File: src/rtl/pong_ball_engine.sv
// Pong game logic for an 8x8 LED grid. Each rising edge of the slow divider wave becomes
// a one-cycle tick that moves the ball, resolves bounces and paddle hits, and keeps score.
module pong_ball_engine #(
    parameter logic [3:0] WIN_SCORE  = 4'd7,
    parameter int         POINT_HOLD = 2
) (
    input  logic       CLK_IN,
    input  logic       RST,
    input  logic       SLOW_CLK,
    input  logic       START,
    input  logic [2:0] PAD_L,
    input  logic [2:0] PAD_R,
    output logic [2:0] BALL_X,
    output logic [2:0] BALL_Y,
    output logic [3:0] SCORE_L,
    output logic [3:0] SCORE_R,
    output logic [2:0] GAME_STATE,
    output logic       POINT_L,
    output logic       POINT_R,
    output logic       WINNER
);

    typedef enum logic [2:0] {
        ST_IDLE  = 3'd0,
        ST_PLAY  = 3'd1,
        ST_POINT = 3'd2,
        ST_OVER  = 3'd3
    } state_e;

    localparam logic [3:0] HOLD_LAST = 4'(POINT_HOLD - 1);
    localparam logic [2:0] PAD_MAX   = 3'd5;
    localparam logic [2:0] CENTER    = 3'd3;

    function automatic logic [2:0] clamp_pad(input logic [2:0] pad);
        return (pad > PAD_MAX) ? PAD_MAX : pad;
    endfunction

    function automatic logic [3:0] sat_inc(input logic [3:0] s);
        return (s == 4'd15) ? s : s + 4'd1;
    endfunction

    function automatic logic covers(input logic [2:0] pad, input logic [2:0] row);
        return (row >= pad) && ({1'b0, row} <= ({1'b0, pad} + 4'd2));
    endfunction

    // SLOW_CLK is sampled as data: two synchronizer stages plus an edge register.
    logic       sync1_q, sync2_q, prev_q;
    logic       tick;

    state_e     state_q, state_d;
    logic [2:0] x_q, x_d;
    logic [2:0] y_q, y_d;
    logic       dx_neg_q, dx_neg_d;
    logic       dy_neg_q, dy_neg_d;
    logic [3:0] score_l_q, score_l_d;
    logic [3:0] score_r_q, score_r_d;
    logic       point_l_q, point_l_d;
    logic       point_r_q, point_r_d;
    logic       winner_q, winner_d;
    logic       scorer_q, scorer_d;
    logic [3:0] hold_q, hold_d;

    logic       dy_flip;
    logic       dy_eff;
    logic [2:0] ny;
    logic [2:0] pad_l_c;
    logic [2:0] pad_r_c;

    assign tick = sync2_q & ~prev_q;

    // The vertical bounce is resolved before stepping so ny is where the ball lands.
    assign dy_flip = ((y_q == 3'd7) && !dy_neg_q) || ((y_q == 3'd0) && dy_neg_q);
    assign dy_eff  = dy_neg_q ^ dy_flip;
    assign ny      = dy_eff ? (y_q - 3'd1) : (y_q + 3'd1);
    assign pad_l_c = clamp_pad(PAD_L);
    assign pad_r_c = clamp_pad(PAD_R);

    always_comb begin
        // NOTE: every next-state signal takes its hold value first, so no branch can infer a latch.
        state_d   = state_q;
        x_d       = x_q;
        y_d       = y_q;
        dx_neg_d  = dx_neg_q;
        dy_neg_d  = dy_neg_q;
        score_l_d = score_l_q;
        score_r_d = score_r_q;
        point_l_d = 1'b0;
        point_r_d = 1'b0;
        winner_d  = winner_q;
        scorer_d  = scorer_q;
        hold_d    = hold_q;

        unique case (state_q)
            ST_IDLE: begin
                x_d = CENTER;
                y_d = CENTER;
                if (tick && START) begin
                    state_d  = ST_PLAY;
                    dx_neg_d = 1'b0;
                    dy_neg_d = 1'b0;
                end
            end

            ST_PLAY: begin
                if (tick) begin
                    dy_neg_d = dy_eff;
                    y_d      = ny;
                    if (dx_neg_q && (x_q == 3'd1)) begin
                        if (covers(pad_l_c, ny)) begin
                            dx_neg_d = 1'b0;
                            x_d      = 3'd2;
                        end else begin
                            x_d       = 3'd0;
                            score_r_d = sat_inc(score_r_q);
                            point_r_d = 1'b1;
                            scorer_d  = 1'b1;
                            hold_d    = 4'd0;
                            state_d   = ST_POINT;
                        end
                    end else if (!dx_neg_q && (x_q == 3'd6)) begin
                        if (covers(pad_r_c, ny)) begin
                            dx_neg_d = 1'b1;
                            x_d      = 3'd5;
                        end else begin
                            x_d       = 3'd7;
                            score_l_d = sat_inc(score_l_q);
                            point_l_d = 1'b1;
                            scorer_d  = 1'b0;
                            hold_d    = 4'd0;
                            state_d   = ST_POINT;
                        end
                    end else begin
                        x_d = dx_neg_q ? (x_q - 3'd1) : (x_q + 3'd1);
                    end
                end
            end

            ST_POINT: begin
                if (tick) begin
                    if (hold_q == HOLD_LAST) begin
                        if ((scorer_q ? score_r_q : score_l_q) == WIN_SCORE) begin
                            state_d  = ST_OVER;
                            winner_d = scorer_q;
                        end else begin
                            // Serve toward the player who just conceded.
                            state_d  = ST_PLAY;
                            y_d      = CENTER;
                            dy_neg_d = 1'b0;
                            x_d      = scorer_q ? 3'd4 : CENTER;
                            dx_neg_d = scorer_q;
                        end
                    end else begin
                        hold_d = hold_q + 4'd1;
                    end
                end
            end

            ST_OVER: begin
                if (tick && START) begin
                    state_d   = ST_PLAY;
                    score_l_d = 4'd0;
                    score_r_d = 4'd0;
                    x_d       = CENTER;
                    y_d       = CENTER;
                    dx_neg_d  = 1'b0;
                    dy_neg_d  = 1'b0;
                end
            end

            default: state_d = ST_IDLE;
        endcase
    end

    always_ff @(posedge CLK_IN) begin
        // NOTE: state registers use non-blocking assignments so every flop samples pre-edge values.
        if (RST) begin
            sync1_q   <= 1'b0;
            sync2_q   <= 1'b0;
            prev_q    <= 1'b0;
            state_q   <= ST_IDLE;
            x_q       <= CENTER;
            y_q       <= CENTER;
            dx_neg_q  <= 1'b0;
            dy_neg_q  <= 1'b0;
            score_l_q <= 4'd0;
            score_r_q <= 4'd0;
            point_l_q <= 1'b0;
            point_r_q <= 1'b0;
            winner_q  <= 1'b0;
            scorer_q  <= 1'b0;
            hold_q    <= 4'd0;
        end else begin
            sync1_q   <= SLOW_CLK;
            sync2_q   <= sync1_q;
            prev_q    <= sync2_q;
            state_q   <= state_d;
            x_q       <= x_d;
            y_q       <= y_d;
            dx_neg_q  <= dx_neg_d;
            dy_neg_q  <= dy_neg_d;
            score_l_q <= score_l_d;
            score_r_q <= score_r_d;
            point_l_q <= point_l_d;
            point_r_q <= point_r_d;
            winner_q  <= winner_d;
            scorer_q  <= scorer_d;
            hold_q    <= hold_d;
        end
    end

    assign BALL_X     = x_q;
    assign BALL_Y     = y_q;
    assign SCORE_L    = score_l_q;
    assign SCORE_R    = score_r_q;
    assign GAME_STATE = state_q;
    assign POINT_L    = point_l_q;
    assign POINT_R    = point_r_q;
    assign WINNER     = winner_q;

endmodule

File: config.mk
export PLATFORM = sky130hd
export DESIGN_NAME = pong_ball_engine
export DESIGN_NICKNAME = d
export VERILOG_FILES = /design/src/rtl/pong_ball_engine.sv
export SDC_FILE = /design/constraint.sdc
export NUM_CORES = 1
export LEC_CHECK = 0
export ABC_AREA = 1
export BUFFER_PORTS_ARGS = -buffer_cell sky130_fd_sc_hd__buf_2
export CAP_MARGIN = 20
export CORE_ASPECT_RATIO = 0.7
export CORE_MARGIN = 5
export CORE_UTILIZATION = 50
export CTS_CLUSTER_DIAMETER = 80
export DETAILED_ROUTE_END_ITERATION = 12
export PLACE_DENSITY = 0.77
export SKIP_CTS_REPAIR_TIMING = 1
export SLEW_MARGIN = 5
export SYNTH_ARGS = -nofsm -noshare
export SYNTH_HDL_FRONTEND = slang
export SYNTH_SLANG_ARGS = --single-unit
File: constraint.sdc
create_clock -name CLK_IN -period 2.65 [get_ports CLK_IN]
set_clock_uncertainty 0.15 [all_clocks]
set_input_delay 0.3975 -clock CLK_IN [delete_from_list [all_inputs] [get_ports CLK_IN]]
set_output_delay 0.3975 -clock CLK_IN [all_outputs]
set_load 0.02 [all_outputs]
==> results of run 1 <==
[per-stage QoR]
| stage | area, um^2 | power [uW] | util, % | instances | setup TNS [ps] |
|---|---|---|---|---|---|
| CTS | 2649 | 2274 | 60.49 | 435 | -3799 |
| detailed placement | 2562 | 1889 | 58.51 | 428 | -3294 |
| global route | 2828 | 2769 | 64.57 | 436 | -6022 |
| floorplan | 2320 | 1512 | - | 340 | 0 |
| finish | 2828 | 2561 | 64.57 | 436 | -2933 |
| global placement | 2562 | 1852 | 58.51 | 428 | -968.9 |
[sequential cells by signal, summed over array words and instances, names as in the netlist, 2 cells and up]
signal / count
GAME_STATE: 2
SCORE_R: 4
hold_q: 4
SCORE_L: 4
BALL_Y: 3
BALL_X: 3
[cells in the mapped netlist, types with 2 or more instances]
| cell type | n | area share (%) |
|---|---|---|
| o21ai_1 | 7 | 1.5 |
| o21ai_0 | 8 | 1.7 |
| inv_2 | 8 | 1.3 |
| xnor2_1 | 2 | 0.76 |
| buf_6 | 2 | 0.98 |
| clkbuf_1 | 2 | 0.33 |
| nor4_1 | 2 | 0.55 |
| ha_1 | 24 | 13 |
| nor2_4 | 3 | 1.5 |
| nand2_1 | 70 | 11 |
| o21bai_1 | 3 | 0.98 |
| a21oi_1 | 20 | 4.4 |
| nor2_2 | 2 | 0.55 |
| nand2_2 | 7 | 1.9 |
| nand3_1 | 37 | 8.1 |
| nand4_1 | 7 | 1.9 |
| nand3_2 | 2 | 0.87 |
| nor3_1 | 4 | 0.87 |
| xor2_1 | 3 | 1.1 |
| dfxtp_1 | 29 | 25 |
| nand2_4 | 2 | 0.98 |
| inv_1 | 42 | 6.9 |
| o211ai_1 | 2 | 0.65 |
| nor2_1 | 36 | 5.9 |
| clkinv_1 | 2 | 0.33 |
[logic make-up after synthesis]
| group | count (synthesis) | share of synthesized area (%) |
|---|---|---|
| AO/OA/AOI/OAI | 44 | 10.69 |
| XOR/XNOR | 5 | 1.909 |
| adder cells (fa/ha/maj) | 25 | 13.96 |
| buffers and inverters | 60 | 11.23 |
| flip-flops | 29 | 25.30 |
| other | 1 | 0.1634 |
| AND/OR/NAND/NOR | 176 | 36.75 |
[layout make-up]
cell class,count,area share (%)
timing repair buffer,41,8.540
clock buffer,7,3.053
sequential,29,20.80
tap,55,2.434
inverter,53,7.212
multi-input combinational,251,57.96
[power by group through the flow]
stage / combinational [uW] / sequential [uW] / clock [uW]
final: 1600 / 582 / 380
after global routing: 1770 / 594 / 406
after CTS: 1310 / 580 / 382
after detailed placement: 1300 / 589 / 0
after global placement: 1270 / 584 / 0
after floorplan: 876 / 636 / 0
[worst max-delay path by stage]
stage | startpoint | endpoint | slack (ps) | depth (start not counted)
6_report | BALL_Y[0] | hold_q[1] | -240 | 17
5_1_grt | BALL_Y[0] | GAME_STATE[0] | -400 | 17
2_1_floorplan | BALL_Y[1] | hold_q[1] | 7 | 16
3_5_place_dp | BALL_Y[0] | GAME_STATE[0] | -260 | 18
4_1_cts | BALL_Y[0] | GAME_STATE[0] | -280 | 18
3_3_place_gp | BALL_Y[1] | GAME_STATE[0] | -120 | 18
[tightest hold or removal path: stages]
cell and delay (ps):
buf_2 70, inv_1 30, nor2_1 60
[layer usage]
metal	up-vias	global-route usage, %
met5	-	0
met4	0	4.029
met3	4	4.515
met2	72	31.38
met1	1094	26.80
li1	1180	-
==> metrics.txt, run 1 <==
Rel. slew slack=55.97%; worst path bufs/invs=3; wire length on met3=431 um; Gate power share=62.5%; Hold WC Path Type=in -> reg; Seq/Total Area, Yosys=25.30%; outcome=complete, but fails checks; Multi-input gate area=1639 um^2; Root Driver=clkbuf_8; vias per cell=5.390; gp weighted congestion=0.8838; largest net degree at the start of global routing=20; fin. max-slew vios=0; sw frac=48.18%; final hold slack=168.3 ps; Int Pwr=1327 uW; fin crit period=2888 ps; Arr. time, crit path=2910 ps; first-pass GRT wire length=9.715 mm; Yosys warning total=0; Worst path top cell family by delay=simple AND/OR/NAND/NOR gates; Setup-failing EPs final=19; RSZ-0062 raised after global routing=true; failing checks=setup timing; Flop pwr share=22.7%; hold path endpoint=sync1_q; Post-synth ARST share=0%; total global-route track usage=19.53%; Clock Power Share=14.8%; ANT cells=0; DR pass1 iterations=5; CP Max Fanout=5; slowest stage delay, CP=380 ps; Clock Pin Slew Worst Setup and Hold Paths=around 70 ps; Vias=approximately 2400; crit start category=flop; number of global-route vias before repair=about 2200; CP Data Required Time=~2700 ps; storage element area=588.1 um^2; fin crit share=109.0%; area grow syn2layout=23.23%; number of buffers created by CTS=5; Yosys reg bits=29; chip width=90.97 um; Residual DRC=0; Setup CP Type=reg -> reg; fill count=390; post-synth cell types=39; Hold Path Depth=3; antenna violations before repair=0; met1 WL=2.841 mm; RR Endpoint=hold_q[1]; IO Count=30; initial DRC count=220; floorplan row count=20; syn nets=about 380; most frequent CP cell=nand2_1; final WL=just under 6 mm; Power Density=905.5 nW/um^2; H-tree Lvls=2; Synth Cell Area=~2300 um^2; commonest non-fill, non-tap cell in the layout=nand2_1; Avg WL per Cell=approximately 14 um; reg-to-reg setup timing slack=-240 ps; CTS tree=yes; Clock Latency Late Sink=280 ps; Setup WS post-layout=-237.9 ps; Max Cap Viol=0; pre-CTS setup slack=-262.1 ps; Setup crit end kind=flop; IR drop worst, VDD=0.5065 mV; leakage=0.001345 uW; most frequent cells in the layout=60 x nand2_1, 39 x inv_1, 36 x nor2_1; critical path, cell by cell=inv_2, o21bai_1, nand2_1, fa_2, nand3b_1, nand2_2, inv_4, ha_4, a21oi_2, nand2_1, nand2_2, nand4_1, buf_6, nand3_4, nand2_1, nand2_1, nor2_1; Die Y=roughly 67 um; Clock Tree Buf Depth=2; Slowest-stage cell, CP=fa_2; core area=4379 um^2; worst flop-to-flop path startpoint=BALL_Y[0]; Avg Cell Area, Syn=6.749 um^2; ys flop type=dfxtp_1; Worst R2R Path Depth=17; Antenna Nets Post-Route=0; Syn Inst Count=340; highest metal used=met4; GRT Residual Overflow=0; Worst Tran Pin Value=660.5 ps; met2 WL=2.681 mm; Post-DP HPWL=4.232 mm; initial core utilization=52.40%; nets=416; Worst Min Path Start=SLOW_CLK; Max Fclk=roughly 0.35 GHz; Post-synth EDFFs=0; Hold Vio Cnt, Final=0; die area=6066 um^2; share of cells above drive strength 1=29.66%; port bufs=28; clock sink total=29; Sw Pwr=1234 uW
Note: power is estimated with default switching activity, not from simulation.
==> inputs of run 2 (changes only) <==
--- a/config.mk
+++ b/config.mk
@@ -5,15 +5,14 @@
 export SDC_FILE = /design/constraint.sdc
 export NUM_CORES = 1
 export LEC_CHECK = 0
-export ABC_AREA = 1
 export BUFFER_PORTS_ARGS = -buffer_cell sky130_fd_sc_hd__buf_2
 export CAP_MARGIN = 20
 export CORE_ASPECT_RATIO = 0.7
 export CORE_MARGIN = 5
-export CORE_UTILIZATION = 50
+export CORE_UTILIZATION = 52
 export CTS_CLUSTER_DIAMETER = 80
 export DETAILED_ROUTE_END_ITERATION = 12
-export PLACE_DENSITY = 0.77
+export PLACE_DENSITY = 0.8
 export SKIP_CTS_REPAIR_TIMING = 1
 export SLEW_MARGIN = 5
 export SYNTH_ARGS = -nofsm -noshare
==> run 2 against run 1 <==
  * The flow still finishes with violations (setup timing)
  * First-iteration DRC count fell by 10%
  * Setup slack got worse by 340 ps
  * Via count fell by 9.6%
  * Highest routed layer unchanged
  * Critical path depth fell by 6
  * Clock power fell by 4%
  * Non-clock buffer count rose by 13
  * Sequential power fell by 10%
  * Critical endpoint unchanged
  * Combinational power fell by 33%
  * Count of clock-buffer cells in the layout fell by 2
  * Wire length fell by 8.4%
  * Maximum frequency fell by 10%
==> metrics.txt, run 2 <==
Setup CP Type=reg -> reg; Worst Tran Pin Value=764.7 ps (+104.3 ps); area grow syn2layout=26.60%; Max Fclk=0.3100 GHz (-10%); met1 WL=2.527 mm (-11%); RSZ-0062 raised after global routing=true; Yosys warning total=0 (unchanged); CP Max Fanout=5 (unchanged); Clock Pin Slew Worst Setup and Hold Paths=70 ps (about the same); crit start category=flop; placed cells=351 (-18%); commonest non-fill, non-tap cell in the layout=buf_2; core area=3875 um^2 (-12%); met2 WL=2.380 mm (-11%); Synth Cell Area=2074 um^2 (-9.6%); Avg WL per Cell=15.23 um (+11%); Residual DRC=0 (unchanged); IO Count=30 (unchanged); Post-synth EDFFs=0 (unchanged); Die Y=62.85 um (-5.8%); total global-route track usage=20.56% (+1.0 points); Seq/Total Area, Yosys=27.99% (+2.7 points); Vias=2125 (-9.6%); Syn Inst Count=255 (-25%); CTS tree=yes; Post-DP HPWL=4.056 mm (-4.2%); chip width=85.49 um (-6.0%); leakage=0.001149 uW (-15%); GRT Residual Overflow=0 (unchanged); final cell count without fillers=359 (-18%); failing checks=setup timing; share of cells above drive strength 1=30.62% (+0.96 points); vias per cell=5.919 (+9.8%); fin crit period=3226 ps (+338.5 ps); outcome=complete, but fails checks; final WL=5.467 mm (-8.4%); Arr. time, crit path=3300 ps (+390 ps); gp weighted congestion=0.8721 (-1.3%); DR pass1 iterations=5 (unchanged); highest metal used=met4; Setup crit end kind=flop; nets=341 (-18%); syn nets=290 (-23%); Post-synth ARST share=0% (unchanged); fin. max-slew vios=0 (unchanged); Commonest cells post-synth=29 x dfxtp_1, 27 x nand2_1, 24 x ha_1, 20 x inv_1, 19 x a21oi_1; port bufs=28 (unchanged); Clock Tree Buf Depth=2 (unchanged); post-synth top area share=27.99% (+2.7 points); post-synth cell types=55 (+41%); Yosys reg bits=29 (unchanged); Setup-failing EPs final=19 (unchanged); first-pass GRT wire length=8.894 mm (-8.5%); Rel. slew slack=48.71% (-7.3 points); number of buffers created by CTS=5 (unchanged); Clock Latency Late Sink=290 ps (about the same); H-tree Lvls=2 (unchanged); Hold WC Path Type=in -> reg; die area=5373 um^2 (-11%); Max Cap Viol=0 (unchanged); number of global-route vias before repair=1914 (-13%); Hold Vio Cnt, Final=0 (unchanged); area leader, netlist=dfxtp_1; fin crit share=121.7% (+13 points); cells taking the most area after synthesis=dfxtp_1 28%, ha_1 14%, nand2_1 4.9%, a21oi_1 4.6%, o21ai_0 4.3%; antenna violations before repair=0 (unchanged); pre-CTS setup slack=-584.9 ps (-322.8 ps); CP Data Required Time=2720 ps (+50 ps); most common cell in the synthesized netlist=dfxtp_1; ys flop type=dfxtp_1; floorplan row count=19 (-5.0%); Root Driver=clkbuf_8; initial DRC count=197 (-10%); wire length on met3=429 um (-0.46%); ANT cells=0 (unchanged); largest net degree at the start of global routing=25 (+25%); most frequent cells in the layout=28 x buf_2, 26 x dfxtp_1, 26 x nand2_1; Power Density=746.2 nW/um^2 (-18%); Avg Cell Area, Syn=8.135 um^2 (+21%); Setup WS post-layout=-576.3 ps (-338.5 ps); initial core utilization=53.54% (+1.1 points); IR drop worst, VDD=0.4562 mV (-9.9%); Antenna Nets Post-Route=0 (unchanged); clock sink total=29 (unchanged); setup TNS=-8103 ps (-5171 ps)
-- run 2: cell count changes after synthesis, moves of 5 or more --
cell and change:
nor2b_1 +8, nor2_1 -27, nand2_1 -43, a211oi_1 +5, nand3_1 -27, nand2b_1 +5, o21ai_1 -7, inv_1 -22
a311oi_1 +5, inv_2 -8, o21ai_0 +10, nand2_2 -7
-- run 2: through the flow --
step                utilization [%]  hold slack, ps  power (uW)  area [um^2]
global route                  67.78           195.8        2093         2626
CTS                           65.74           179.5        1894         2547
floorplan                         -           263.8        1178         2123
finish                        67.78           175.0        1960         2626
global placement              63.51           283.0        1487         2461
detailed placement            63.51           289.2        1526         2461
-- run 2: layout make-up --
class | count | area [um^2]
timing repair buffer | 54 | 339.1
clock inverter | 3 | 17.52
inverter | 20 | 75.07
fill | 283 | 1249
sequential | 29 | 589.3
multi-input combinational | 196 | 1471
clock buffer | 5 | 68.82
tap | 52 | 65.06
-- run 2: routing by layer --
metal | GRT usage (%) | vias to the layer above
li1 | - | 1034
met1 | 29.14 | 969
met2 | 29.75 | 103
met3 | 5.138 | 19
met4 | 7.708 | 0
met5 | 0 | -
-- run 2: final timing paths --
path,startpoint,to,slack (ps),cells after the start
worst max register to register,BALL_Y[0],hold_q[1],-580,11
worst max-delay path,BALL_Y[0],hold_q[1],-580,11
worst min-delay path,SLOW_CLK,sync1_q,170,2
worst min register to register,sync1_q,sync2_q,300,1
-- run 2: worst max-delay path: stages (launching register included) --
cell and delay, ps:
dfxtp_4 360, a21o_1 180, a21oi_2 170, fa_2 480, inv_2 90, ha_4 190
or3b_1 380, a221o_1 360, nand3_2 120, nand2_4 60, or4_4 480, a21oi_2 120
-- run 2: power breakdown --
part / internal (uW) / leakage (uW) / total [uW] / switching [uW]
Clock: 181 / 0.0000439 / 365 / 184
Combinational: 470 / 0.000870 / 1070 / 604
Sequential: 475 / 0.000235 / 521 / 45.2
Total: 1130 / 0.00115 / 1960 / 834
-- run 2: cell families after synthesis --
group / share of synthesized area, %
flops: 27.99
compound gates: 24.07
other cells: 0.1808
fa+ha+maj: 15.44
buf+inv: 6.634
simple gates: 23.88
mux: 0.9651
xor+xnor: 0.8445
==> inputs of run 3 (changes only) <==
--- a/config.mk
+++ b/config.mk
@@ -5,14 +5,15 @@
 export SDC_FILE = /design/constraint.sdc
 export NUM_CORES = 1
 export LEC_CHECK = 0
+export ABC_AREA = 1
 export BUFFER_PORTS_ARGS = -buffer_cell sky130_fd_sc_hd__buf_2
 export CAP_MARGIN = 20
 export CORE_ASPECT_RATIO = 0.7
 export CORE_MARGIN = 5
-export CORE_UTILIZATION = 52
+export CORE_UTILIZATION = 55
 export CTS_CLUSTER_DIAMETER = 80
 export DETAILED_ROUTE_END_ITERATION = 12
-export PLACE_DENSITY = 0.8
+export PLACE_DENSITY = 0.81
 export SKIP_CTS_REPAIR_TIMING = 1
 export SLEW_MARGIN = 5
 export SYNTH_ARGS = -nofsm -noshare
==> constraint.sdc (replaced) <==
create_clock -name CLK_IN -period 3.5 [get_ports CLK_IN]
set_clock_uncertainty 0.15 [all_clocks]
set_input_delay 0.525 -clock CLK_IN [delete_from_list [all_inputs] [get_ports CLK_IN]]
set_output_delay 0.525 -clock CLK_IN [all_outputs]
set_load 0.02 [all_outputs]
==> run 3 against run 2 <==
  * The run now ends clean
  * Clock power decreased by 15%
  * Count of clock-buffer cells in the layout increased by 2
  * First-iteration DRC count increased by 2.0%
  * Flip-flop and latch count unchanged
  * Final area decreased by 3.1%
  * Combinational power decreased by 16%
  * Sequential power decreased by 16%
  * Final cell count increased by 17%
  * Critical path type unchanged
  * Largest power group unchanged
==> metrics.txt, run 3 (synthesis gave the netlist of run 1 again) <==
outcome=completed; ANT cells=0 (unchanged); Die Y=64.04 um (+1.9%); Antenna Nets Post-Route=0 (unchanged); Hold Path Depth=2 (unchanged); Worst Tran Pin Value=553.6 ps (-211.1 ps); most frequent CP cell=nand2_1; fill count=366 (+29%); IO Count=30 (unchanged); initial DRC count=201 (+2.0%); Avg WL per Cell=12.91 um (-15%); number of global-route vias before repair=2019 (+5.5%); Worst R2R Path Depth=18 (+7); storage element area=580.6 um^2 (-1.5%); Setup-failing EPs final=0 (-19); Power Density=648.6 nW/um^2 (-13%); Setup crit end kind=flop; Max Fclk=0.3148 GHz (+1.5%); Worst path depth=18 (+7); Slowest-stage cell, CP=dfxtp_1; initial core utilization=57.80% (+4.3 points); Multi-input gate area=1456 um^2 (-1.0%); final WL=5.434 mm (-0.60%); Root Driver=clkbuf_8; Rel. slew slack=63.09% (+14 points); Setup CP Type=reg -> reg; crit start category=flop; fin. max-slew vios=0 (unchanged); total global-route track usage=20.28% (-0.29 points); CTS tree=yes; CP Data Required Time=3540 ps (+820 ps); placed cell area=2444 um^2 (-0.71%); Clock Pin Slew Worst Setup and Hold Paths=70 ps (about the same); vias per cell=5.366 (-9.3%); Post-DP HPWL=4.231 mm (+4.3%); share of cells above drive strength 1=17.62% (-13 points); slowest stage delay, CP=400 ps (-80 ps); clock sink total=29 (unchanged); worst path bufs/invs=3 (+2); nets=403 (+18%); fin crit period=3177 ps (-49.19 ps); Clock Latency Late Sink=290 ps (about the same); largest net degree at the start of global routing=20 (-20%); core area=3970 um^2 (+2.5%); Arr. time, crit path=3210 ps (-90 ps); floorplan row count=19 (unchanged); port bufs=28 (unchanged); most frequent cells in the layout=70 x nand2_1, 42 x inv_1, 37 x nand3_1; GRT Residual Overflow=0 (unchanged); commonest non-fill, non-tap cell in the layout=nand2_1; critical path, cell by cell=inv_1, o21bai_1, nand2_1, fa_1, nand3b_1, nand2_1, inv_1, ha_1, a21oi_1, nand2_1, nand2_1, nand2_1, nand2_1, nand3_1, nand2_1, nand2_1, inv_1, nor2_1; H-tree Lvls=2 (unchanged); Hold Vio Cnt, Final=0 (unchanged); area grow syn2layout=10.91%; die area=5584 um^2 (+3.9%); gp weighted congestion=0.8666 (-0.63%); post-route cell area=2545 um^2 (-3.1%); IR drop worst, VDD=0.3017 mV (-34%); Worst path top cell family by delay=simple AND/OR/NAND/NOR gates; antenna violations before repair=0 (unchanged); Residual DRC=0 (unchanged); Max Cap Viol=0 (unchanged); first-pass GRT wire length=9.004 mm (+1.2%); Vias=2259 (+6.3%); Clock Tree Buf Depth=2 (unchanged); chip width=87.20 um (+2.0%); setup TNS=0 ps (+8103 ps); leakage=0.001266 uW (+10%); fin crit share=90.77% (-31 points); Hold WC Path Type=reg -> reg; CP Max Fanout=5 (unchanged); RSZ-0062 raised after global routing=false; final core utilization=64.10% (-3.7 points); DR pass1 iterations=5 (unchanged); number of buffers created by CTS=5 (unchanged)
run 3: changes by cell type in the layout (fill, tap and decap cells not counted), sizes merged, moves of 8 or more:
cell,delta
nand2,+51
nor2,+33
inv,+31
nand3,+29
buf,-26
nor2b,-8
run 3: cell type report:
class,count,share of cell area (%)
multi-input combinational,251,57.23
sequential,29,22.81
inverter,53,7.915
timing repair buffer,28,5.506
clock buffer,7,3.786
tap,52,2.557
clock inverter,1,0.1967
run 3: through the flow:
stage / cells / hold slack, ps / worst slack (ps) / power, uW
CTS: 421 / 259.6 / 356.2 / 1644
global placement: 413 / 242.1 / 565.7 / 1293
finish: 421 / 256.4 / 322.9 / 1651
detailed placement: 413 / 251.3 / 347.8 / 1331
floorplan: 340 / 238.3 / 609.9 / 1126
global route: 421 / 288.8 / 16.93 / 1789
run 3: path summary, 6_finish.rpt:
kind,slack (ps),end,start
setup / recovery,320,GAME_STATE[1],BALL_Y[0]
hold / removal,260,sync2_q,sync1_q
setup reg to reg,320,GAME_STATE[1],BALL_Y[0]
hold reg to reg,260,sync2_q,sync1_q
run 3: power breakdown:
| part | internal (uW) | switching, uW | leakage, uW | total, uW |
|---|---|---|---|---|
| Combinational | 303 | 600 | 0.000976 | 903 |
| Sequential | 378 | 59.6 | 0.000236 | 437 |
| Clock | 177 | 133 | 0.0000542 | 311 |
| Total | 858 | 792 | 0.00127 | 1650 |
run 3: tightest hold or removal path, stage by stage (launching register included):
cell	delay [ps]
dfxtp_1	300
inv_1	40
nor2_1	30
run 3: per-layer routing:
layer,GRT usage (%),share of wire [%],wire length [um],vias up
li1,-,-,-,1152
met1,28.74,48,2617,1018
met2,30.30,42,2276,79
met3,4.878,8.1,442,10
met4,6.322,1.8,97,0
met5,0,0,0,-
